<file path="config.mk">
export PLATFORM = sky130hd
export DESIGN_NAME = oam_dma_engine_flat
export DESIGN_NICKNAME = d
export VERILOG_FILES = /design/src/rtl/oam_dma_engine_pkg.sv /design/src/rtl/oam_dma_engine_if.sv /design/src/rtl/oam_dma_engine_counter.sv /design/src/rtl/oam_dma_engine.sv /design/src/flat_wrapper.sv
export SDC_FILE = /design/constraint.sdc
export NUM_CORES = 1
export LEC_CHECK = 0
export ABC_AREA = 1
export BUFFER_PORTS_ARGS = -buffer_cell sky130_fd_sc_hd__buf_4
export CORE_ASPECT_RATIO = 0.6
export CORE_MARGIN = 2
export CORE_UTILIZATION = 52
export CTS_BUF_LIST = sky130_fd_sc_hd__clkbuf_8
export DETAILED_ROUTE_END_ITERATION = 10
export GPL_TIMING_DRIVEN = 0
export PLACE_DENSITY_LB_ADDON = 0.25
export SKIP_CTS_REPAIR_TIMING = 1
export SLEW_MARGIN = 30
export SYNTH_ARGS = -nofsm -noshare
export SYNTH_HDL_FRONTEND = slang
export SYNTH_SLANG_ARGS = --single-unit
</file>
<file path="constraint.sdc">
create_clock -name clk -period 1.1 [get_ports clk]
set_input_delay 0.22 -clock clk [delete_from_list [all_inputs] [get_ports clk]]
set_output_delay 0.22 -clock clk [all_outputs]
set_load 0.05 [all_outputs]
</file>
<file path="src/rtl/oam_dma_engine_pkg.sv">
// Shared constants and types for the OAM DMA engine.
// Also holds the echo-RAM page remap used when a start request is latched.
package oam_dma_engine_pkg;

   localparam logic [15:0] OAM_DMA_REG_ADDR = 16'hFF46;
   localparam int          OAM_DMA_LEN      = 160;

   typedef enum logic [1:0] {
      IDLE,
      WAIT,
      XFER,
      DRAIN
   } dma_state_t;

   // Pages E0..FF alias the work RAM at C0..DF (echo region).
   function automatic logic [7:0] remap_page(input logic [7:0] page);
      return (page >= 8'hE0) ? (page & 8'hDF) : page;
   endfunction

endpackage

</file>
<file path="src/rtl/oam_dma_engine_if.sv">
// Start/bus signal bundle between the OAM DMA engine and its surroundings
// (register bank, memory unit read port, OAM write port, bus arbiter).
interface oam_dma_engine_if;

   logic        dma_start;
   logic [7:0]  dma_page;
   logic [15:0] mem_addr;
   logic        mem_oe;
   logic [7:0]  mem_rdata;
   logic [7:0]  oam_addr;
   logic        oam_we;
   logic [7:0]  oam_wdata;
   logic        dma_busy;
   logic        dma_done;

   modport slave (
      input  dma_start, dma_page, mem_rdata,
      output mem_addr, mem_oe, oam_addr, oam_we, oam_wdata, dma_busy, dma_done
   );

   modport master (
      output dma_start, dma_page, mem_rdata,
      input  mem_addr, mem_oe, oam_addr, oam_we, oam_wdata, dma_busy, dma_done
   );

endinterface

</file>
<file path="src/rtl/oam_dma_engine_counter.sv">
// 8-bit index counter with synchronous clear, count enable and a
// terminal-count flag raised while the count equals `last`.
module oam_dma_counter (
   input  logic       clk,
   input  logic       rst,
   input  logic       clr,
   input  logic       en,
   input  logic [7:0] last,
   output logic [7:0] count,
   output logic       tc
);

   logic [7:0] count_q;
   logic [7:0] count_d;

   always_comb begin
      count_d = count_q;
      if (clr) begin
         count_d = '0;
      end else if (en) begin
         count_d = count_q + 8'd1;
      end
   end

   always_ff @(posedge clk) begin
      if (rst) begin
         count_q <= '0;
      end else begin
         count_q <= count_d;
      end
   end

   assign count = count_q;
   assign tc    = (count_q == last);

endmodule

</file>
<file path="src/rtl/oam_dma_engine.sv">
// OAM DMA engine: copies LENGTH bytes from {page,8'h00} into OAM offsets
// 0..LENGTH-1, one read per cycle, with each write landing one cycle later.
module oam_dma_engine
   import oam_dma_engine_pkg::*;
#(
   parameter int LENGTH      = OAM_DMA_LEN,
   parameter int START_DELAY = 1
) (
   input  logic            clk,
   input  logic            rst,
   oam_dma_engine_if.slave bus
);

   localparam logic [7:0]    IDX_LAST   = 8'(LENGTH - 1);
   localparam int            DW         = (START_DELAY > 1) ? $clog2(START_DELAY) : 1;
   localparam logic [DW-1:0] DELAY_LAST = (START_DELAY > 0) ? DW'(START_DELAY - 1) : '0;
   localparam int            RD         = 0;
   localparam int            WR         = 1;

   dma_state_t    state_q, state_d;
   logic [7:0]    page_q, page_d;
   logic [7:0]    oam_addr_q, oam_addr_d;
   logic [7:0]    oam_wdata_q, oam_wdata_d;
   logic [DW-1:0] delay_q, delay_d;
   logic          rd_pend_q, rd_pend_d;
   logic          mem_oe_c;
   logic          done_c;

   logic [1:0]    idx_clr;
   logic [1:0]    idx_en;
   logic [1:0]    idx_tc;
   logic [7:0]    idx [2];

   // Index 0 walks the read side, index 1 trails it by one cycle on the write side.
   generate
      for (genvar gi = 0; gi < 2; gi++) begin : g_idx
         oam_dma_counter u_cnt (
            .clk   (clk),
            .rst   (rst),
            .clr   (idx_clr[gi]),
            .en    (idx_en[gi]),
            .last  (IDX_LAST),
            .count (idx[gi]),
            .tc    (idx_tc[gi])
         );
      end
   endgenerate

   always_comb begin
      state_d     = state_q;
      page_d      = page_q;
      delay_d     = delay_q;
      rd_pend_d   = 1'b0;
      idx_clr     = '0;
      idx_en      = '0;
      mem_oe_c    = 1'b0;
      done_c      = 1'b0;

      // A read issued last cycle always retires, even in a restart cycle.
      idx_en[WR]  = rd_pend_q;
      oam_addr_d  = rd_pend_q ? idx[WR] : oam_addr_q;
      oam_wdata_d = rd_pend_q ? bus.mem_rdata : oam_wdata_q;

      case (state_q)
         IDLE: begin
         end
         WAIT: begin
            delay_d = delay_q + DW'(1);
            if (delay_q == DELAY_LAST) begin
               delay_d = '0;
               state_d = XFER;
            end
         end
         XFER: begin
            mem_oe_c   = 1'b1;
            idx_en[RD] = 1'b1;
            rd_pend_d  = 1'b1;
            if (idx_tc[RD]) begin
               state_d = DRAIN;
            end
         end
         DRAIN: begin
            done_c  = idx_tc[WR];
            state_d = IDLE;
         end
         default: begin
            state_d = IDLE;
         end
      endcase

      // Start (or restart) discards the read of this cycle and begins afresh.
      if (bus.dma_start) begin
         page_d     = remap_page(bus.dma_page);
         idx_clr    = 2'b11;
         delay_d    = '0;
         rd_pend_d  = 1'b0;
         state_d    = (START_DELAY == 0) ? XFER : WAIT;
      end
   end

   always_ff @(posedge clk) begin
      if (rst) begin
         state_q     <= IDLE;
         page_q      <= '0;
         oam_addr_q  <= '0;
         oam_wdata_q <= '0;
         delay_q     <= '0;
         rd_pend_q   <= 1'b0;
      end else begin
         state_q     <= state_d;
         page_q      <= page_d;
         oam_addr_q  <= oam_addr_d;
         oam_wdata_q <= oam_wdata_d;
         delay_q     <= delay_d;
         rd_pend_q   <= rd_pend_d;
      end
   end

   // Strobes are masked by rst so a reset cycle cannot commit a write.
   assign bus.mem_addr  = {page_q, idx[RD]};
   assign bus.mem_oe    = mem_oe_c & ~rst;
   assign bus.oam_we    = rd_pend_q & ~rst;
   assign bus.oam_addr  = oam_addr_d;
   assign bus.oam_wdata = oam_wdata_d;
   assign bus.dma_busy  = (state_q != IDLE);
   assign bus.dma_done  = done_c & ~rst;

endmodule

</file>
<file path="src/flat_wrapper.sv">
// flat-port wrapper written by rule: the top's interface ports become plain ports
module oam_dma_engine_flat import oam_dma_engine_pkg::*;
#(
   parameter int LENGTH      = OAM_DMA_LEN,
   parameter int START_DELAY = 1
)
  (clk, rst, bus_dma_start, bus_dma_page, bus_mem_rdata, bus_mem_addr, bus_mem_oe, bus_oam_addr, bus_oam_we, bus_oam_wdata, bus_dma_busy, bus_dma_done);
  oam_dma_engine_if bus_i ();
  input  logic clk;
  input  logic rst;
  input wire logic [$bits(bus_i.dma_start)-1:0] bus_dma_start;
  input wire logic [$bits(bus_i.dma_page)-1:0] bus_dma_page;
  input wire logic [$bits(bus_i.mem_rdata)-1:0] bus_mem_rdata;
  output wire logic [$bits(bus_i.mem_addr)-1:0] bus_mem_addr;
  output wire logic [$bits(bus_i.mem_oe)-1:0] bus_mem_oe;
  output wire logic [$bits(bus_i.oam_addr)-1:0] bus_oam_addr;
  output wire logic [$bits(bus_i.oam_we)-1:0] bus_oam_we;
  output wire logic [$bits(bus_i.oam_wdata)-1:0] bus_oam_wdata;
  output wire logic [$bits(bus_i.dma_busy)-1:0] bus_dma_busy;
  output wire logic [$bits(bus_i.dma_done)-1:0] bus_dma_done;
  assign bus_i.dma_start = bus_dma_start;
  assign bus_i.dma_page = bus_dma_page;
  assign bus_i.mem_rdata = bus_mem_rdata;
  assign bus_mem_addr = bus_i.mem_addr;
  assign bus_mem_oe = bus_i.mem_oe;
  assign bus_oam_addr = bus_i.oam_addr;
  assign bus_oam_we = bus_i.oam_we;
  assign bus_oam_wdata = bus_i.oam_wdata;
  assign bus_dma_busy = bus_i.dma_busy;
  assign bus_dma_done = bus_i.dma_done;
  oam_dma_engine #(.LENGTH(LENGTH), .START_DELAY(START_DELAY)) u_core (.clk(clk), .rst(rst), .bus(bus_i));
endmodule
</file>
==> results of run 1 <==
==> cell families (layout without fill, tap and decap cells) <==
kind of cell / count (synthesis) / in the layout / synth area share (%)
AOI/OAI and AO/OA: 41 / 41 / 11.8
DFF: 43 / 43 / 48.6
and+or+nand+nor: 129 / 129 / 30.6
xor gates and xnor gates: 1 / 1 / 0.495
buffers and inverters: 28 / 95 / 7.07
adders and majority gates: 2 / 2 / 1.41
==> metrics by stage <==
step	instance area, sq um	std cells	total power, mW
floorplan	1910	244	1.80
detailed placement	2360	342	1.92
CTS	2450	350	2.86
global route	2800	356	2.98
finish	2800	356	2.87
global placement	2360	342	1.92
==> layout by cell type, fill, tap and decap left out, types with 2 or more instances in the layout <==
cell type / n
nand4_1: 2
nand2_2: 33
nand2_1: 33
clkbuf_8: 5
dfxtp_1: 27
buf_6: 10
a21oi_1: 28
inv_2: 5
clkinv_2: 3
buf_4: 36
nor2_2: 4
nor2_1: 27
dfxtp_2: 6
o21ai_0: 11
buf_8: 18
nor3_1: 6
nand2_4: 9
nand3_1: 6
inv_1: 14
nor2_4: 5
dfxtp_4: 10
==> power breakdown <==
group	internal (mW)	switching, mW	leakage, nW
registers	1.56	0.0181	0.359
clock network	0.434	0.531	0.0477
logic	0.124	0.205	0.822
==> final timing paths <==
kind,start,end
hold reg to reg,u_core.g_idx[0].u_cnt.count[3],u_core.g_idx[0].u_cnt.count[3]
setup / recovery,u_core.state_q[0],bus_dma_done
hold / removal,rst,u_core.page_q[6]
setup reg to reg,u_core.g_idx[1].u_cnt.count[1],u_core.g_idx[1].u_cnt.count[6]
==> per-layer routing <==
metal	vias to the layer above	global-route usage, %	share of wire, %
met5	-	0	0
li1	916	-	-
met3	14	7.04	8.9
met1	852	32.0	44
met2	96	35.5	46
met4	0	9.48	1.5
==> worst max-delay path, stage by stage (launching register included) <==
cell	delay, ns
dfxtp_4	0.38
nand2_2	0.06
inv_2	0.06
nand4_1	0.14
nor3_4	0.16
buf_6	0.18
==> area by class of cell <==
| class | instances | area [sq um] | share of cell area, % |
|---|---|---|---|
| timing repair buffer | 59 | 593 | 21.2 |
| inverter | 20 | 77.6 | 2.77 |
| tap | 45 | 56.3 | 2.01 |
| sequential | 43 | 906 | 32.3 |
| multi-input combinational | 173 | 996 | 35.6 |
| clock buffer | 5 | 68.8 | 2.46 |
| clock inverter | 3 | 15.0 | 0.536 |
| buffer | 8 | 88.8 | 3.17 |
==> registers in the layout (all words and copies together), names as in the netlist <==
register and cells:
u_core.g_idx.u_cnt.count 16, u_core.oam_addr_q 8, u_core.oam_wdata_q 8, u_core.page_q 8
u_core.rd_pend_q 1, u_core.state_q 2
==> impl_metrics.py, run 1 <==
metrics = {
    "synth": {
        "synth_top_area_share_pct": 48.6,
        "synth_most_common_cell": "nand2_1",
        "ys_top_cells_by_count": "75 x nand2_1, 43 x dfxtp_1, 32 x nor2_1, 28 x a21oi_1, 19 x inv_1",
        "synth_edf_count": 0,
        "synth_area_leaders": "dfxtp_1 49%, nand2_1 16%, a21oi_1 7.9%",
        "synth_area_leader_cell": "dfxtp_1",
        "syn_inst": 244,
        "postSynthAreaPerCell_sq_um": 7.26,
        "synth_cell_type_count": 22,
        "synth_ff_type": "dfxtp_1",
        "netlist_area_sq_mm": 0.00177,
        "synth_warnings": 0,
        "async_reset_ff_share_pct": 0,
        "yosys_register_bits": 43,
        "synth_nets": 265,
        "seq_area_frac_synth_pct": 48.6,
    },
    "global_route": {
        "grt_pass1_wl_mm": 7.11,
        "grt_overflow": 0,
        "antenna_found_initial": 0,
        "grt_max_degree": 14,
        "grt_pass1_vias": 1635,
        "grt.total_usage_pct": 23.6,
    },
    "critical_path": {
        "startpoint_type": "register",
        "endpoint_kind": "output pin",
        "worstPathArrival_ns": 1.28,
        "reg2reg_slack_ns": -0.03,
        "worst-r2r-cell-count": 6,
        "cp.required_ns": 0.88,
        "worst-path-max-fanout": 4,
        "critPathKind": "register to output pin",
    },
    "placement": {
        "place_hpwl_mm": 3.06,
        "dp_slack_ns": -0.201,
        "gp_congestion": 0.828,
        "port_buffers": 53,
    },
    "sta": {
        "finalCritPeriodShare_pct": 136,
        "setup_viol": 21,
        "fmax_mhz": 666,
        "hold_ws_ns": 0.127,
        "rsz0062_at_grt": "true",
        "relSlewSlack_pct": 65.2,
        "drv_slew": 0,
        "tightest_slew_ns": 0.522,
        "fin_crit_ns": 1.50,
        "fin_skew_ns": 0.00485,
        "finalSetupTns_ns": -6.40,
        "final-hold-violation-count": 0,
        "setup_slack_ns": -0.401,
    },
    "clock_tree": {
        "root_buffer": "clkbuf_8",
        "cts_tree": "done",
        "path_clk_slew_ns": 0.08,
        "clockBufferDepth": 2,
        "cts_max_level": 2,
        "cts_buffers": 5,
        "cts.sinks": 43,
        "clk_latency_ns": 0.30,
    },
    "outcome": {
        "violations": "setup timing",
        "status": "finished with violations",
    },
    "layout": {
        "area_growth_pct": 58.2,
        "nets": 331,
        "fillers": 179,
        "finish.utilization_pct": 85.9,
        "num_antenna_cells": 0,
        "drive_gt1_share_pct": 48.9,
    },
    "drt": {
        "wl_per_cell_um": 13.8,
        "drc": 0,
        "viasPerCell": 5.28,
        "vias": 1878,
        "drt_pass1_iterations": 5,
        "drtAntennaViolNets": 0,
        "wl_mm": 4.91,
        "drt_iter0_markers": 206,
    },
    "floorplan": {
        "start_util_pct": 54.3,
        "core.rowCount": 16,
        "die_h_um": 49.2,
        "core_sq_mm": 0.00326,
        "io_pins": 55,
        "die_width_um": 79.3,
        "dieArea_sq_mm": 0.00390,
    },
    "hold_path": {
        "hp-class": "input port to register",
        "min_path_cells": 2,
    },
    "pwr": {
        "p_leak_nw": 1.23,
        "ir_worst_vdd_mv": 0.806,
        "powerDensity_mw_per_mm2": 1030,
    },
    "flow_run": {
        "cap_violations": 0,
    },
}
Power figures use the tool's default switching activity.
==> run 2, diff against run 1 <==
--- a/config.mk
+++ b/config.mk
@@ -5,7 +5,6 @@
 export SDC_FILE = /design/constraint.sdc
 export NUM_CORES = 1
 export LEC_CHECK = 0
-export ABC_AREA = 1
 export BUFFER_PORTS_ARGS = -buffer_cell sky130_fd_sc_hd__buf_4
 export CORE_ASPECT_RATIO = 0.6
 export CORE_MARGIN = 2
==> run 2 against run 1 <==
Net effect: the run still ends with setup timing left; worst hold slack gained 0.042 ns; fmax is 14% lower; critical path depth fell by 2; sequential share of layout area fell by 2.4 points; cell area is 8.7% higher; synthesized cell count fell by 27%; sequential power about the same; global-route usage is 1.8 points lower; synthesized area down 0.21%; setup slack worse by 0.25 ns; cell count down 14%; wire length rose by 46%; largest power group unchanged.
==> impl_metrics.py, run 2 <==
metrics = {
    "clock_tree": {
        "clockBufferDepth": 2,
        "path_clk_slew_ns": 0.08,
        "cts_buffers": 5,
        "cts.sinks": 43,
        "cts_max_level": 2,
        "cts_tree": "done",
        "root_buffer": "clkbuf_8",
        "clk_latency_ns": 0.30,
    },
    "placement": {
        "port_buffers": 54,
        "place_area_sq_mm": 0.00243,
        "placedCellCount": 276,
        "gp_congestion": 0.806,
        "place_hpwl_mm": 2.87,
    },
    "synth": {
        "synth_ff_type": "dfxtp_1",
        "synth_area_leader_cell": "dfxtp_1",
        "synth_most_common_cell": "dfxtp_1",
        "ys_top_cells_by_count": "43 x dfxtp_1, 18 x nor2_1, 17 x nor2b_1, 16 x mux2_2, 10 x a21oi_1",
        "async_reset_ff_share_pct": 0,
        "synth_edf_count": 0,
        "seq_area_frac_synth_pct": 48.7,
        "synth_area_leaders": "dfxtp_1 49%, mux2_2 10%, nor2b_1 6.0%",
        "synth_cell_type_count": 29,
        "syn_inst": 177,
        "postSynthAreaPerCell_sq_um": 9.98,
        "yosys_register_bits": 43,
        "synth_top_area_share_pct": 48.7,
        "synth_nets": 198,
        "netlist_area_sq_mm": 0.00177,
        "synth_warnings": 0,
    },
    "floorplan": {
        "core_sq_mm": 0.00324,
        "dieArea_sq_mm": 0.00390,
        "core.rowCount": 16,
        "io_pins": 55,
        "die_h_um": 49.2,
        "die_width_um": 79.3,
        "start_util_pct": 54.5,
    },
    "global_route": {
        "grt_max_degree": 13,
        "grt_pass1_wl_mm": 6.48,
        "grt.total_usage_pct": 21.9,
        "antenna_found_initial": 0,
        "grt_pass1_vias": 1326,
        "grt_overflow": 0,
    },
    "sta": {
        "fin_skew_ns": 0.00223,
        "tightest_slew_ns": 0.530,
        "drv_slew": 0,
        "setup_viol": 57,
        "relSlewSlack_pct": 64.7,
        "final-hold-violation-count": 0,
        "fin_crit_ns": 1.75,
        "rsz0062_at_grt": "true",
        "setup_slack_ns": -0.647,
        "fmax_mhz": 572,
        "finalCritPeriodShare_pct": 159,
    },
    "layout": {
        "final_common_cell": "buf_4",
        "mostFrequentLayoutCells": "37 x buf_4, 27 x buf_6, 26 x dfxtp_1, 17 x nor2_1, 16 x mux2_4",
        "drive_gt1_share_pct": 59.4,
        "finalInstanceArea_sq_mm": 0.00304,
        "largest_reg_flops": 16,
        "area_growth_pct": 72.3,
        "nets": 281,
        "fin_cells": 306,
        "num_antenna_cells": 0,
    },
    "critical_path": {
        "worstPathArrival_ns": 1.53,
        "worst-path-max-fanout": 3,
        "startpoint_type": "register",
        "critPathKind": "register to output pin",
        "reg2reg_slack_ns": -0.31,
        "endpoint_kind": "output pin",
        "cp.required_ns": 0.88,
    },
    "drt": {
        "wl_mm": 7.18,
        "vias": 1871,
        "drtAntennaViolNets": 0,
        "wl_per_cell_um": 23.5,
        "drc": 0,
        "drt_pass1_iterations": 5,
        "drt_iter0_markers": 200,
        "viasPerCell": 6.11,
    },
    "pwr": {
        "ir_worst_vdd_mv": 0.991,
        "p_leak_nw": 1.27,
        "powerDensity_mw_per_mm2": 960,
    },
    "flow_run": {
        "cap_violations": 0,
    },
    "outcome": {
        "violations": "setup timing",
        "status": "finished with violations",
    },
    "hold_path": {
        "hp-class": "input port to register",
    },
}
-- run 2: cell types whose count changed in the layout (fill, tap and decap cells not counted), sizes merged, moves of 5 or more --
cell,change
or3,+5
nor2,-18
buf,+13
clkbuf,+6
mux2i,+9
a21oi,-18
nor2b,+17
nor3,-5
o21ai,-6
nand2,-70
mux2,+16
inv,-14
-- run 2: kinds of logic (layout without fill, tap and decap cells) --
| logic type | count (synthesis) | count (layout) | synth area share (%) |
|---|---|---|---|
| compound gates | 19 | 19 | 5.95 |
| buf+inv | 13 | 97 | 2.97 |
| xor+xnor | 6 | 6 | 2.97 |
| fa+ha+maj | 2 | 2 | 1.42 |
| mux | 25 | 25 | 15.3 |
| flops | 43 | 43 | 48.7 |
| simple gates | 69 | 69 | 22.7 |
-- run 2: final timing paths --
check | cells past startpoint | endpoint | startpoint
worst max register to register | 4 | u_core.state_q[0] | u_core.g_idx[0].u_cnt.count[0]
worst min register to register | 2 | u_core.page_q[5] | u_core.page_q[5]
worst max-delay path | 3 | bus_dma_done | u_core.g_idx[1].u_cnt.count[4]
worst min-delay path | 3 | u_core.page_q[0] | bus_dma_page[0]
-- run 2: routing by layer --
layer | wire length [um] | vias to the layer above | track usage (%)
li1 | - | 775 | -
met1 | 2830 | 903 | 32.1
met2 | 3390 | 150 | 30.6
met3 | 603 | 43 | 6.11
met4 | 349 | 0 | 7.76
met5 | 0 | - | 0
-- run 2: cell type report --
cell class              count  area (sq um)
well taps                  45          56.3
multi-input cells         121          1110
plain buffers              10          86.3
repair buffers             76           790
clock buffers               5          68.8
inverters                   3          11.3
clock inverters             3          11.3
fillers                    90           199
flip-flops and latches     43           912
-- run 2: power breakdown --
part           leakage (nW)  internal, mW  total (mW)  switching, mW
registers             0.360          1.55        1.57         0.0217
logic                 0.862         0.142       0.354          0.212
clock network        0.0519         0.425       0.996          0.571
total                  1.27          2.12        2.92          0.804
-- run 2: stage by stage --
stage	TNS [ns]	setup WS, ns	power, mW	utilization, %	hold slack [ns]
after floorplan	-4.82	-0.481	1.79	-	0.367
after global placement	-10.12	-0.433	1.89	74.9	0.460
after detailed placement	-11.23	-0.454	1.90	74.9	0.465
after CTS	-13.53	-0.749	2.81	77.4	0.153
after global routing	-16.60	-0.704	3.00	93.9	0.179
final	-14.99	-0.647	2.92	93.9	0.169
-- run 2: worst max-delay path: stages, from the launching register on --
cell,delay (ns)
dfxtp_4,0.37
or4bb_4,0.54
nor3_4,0.13
buf_6,0.18
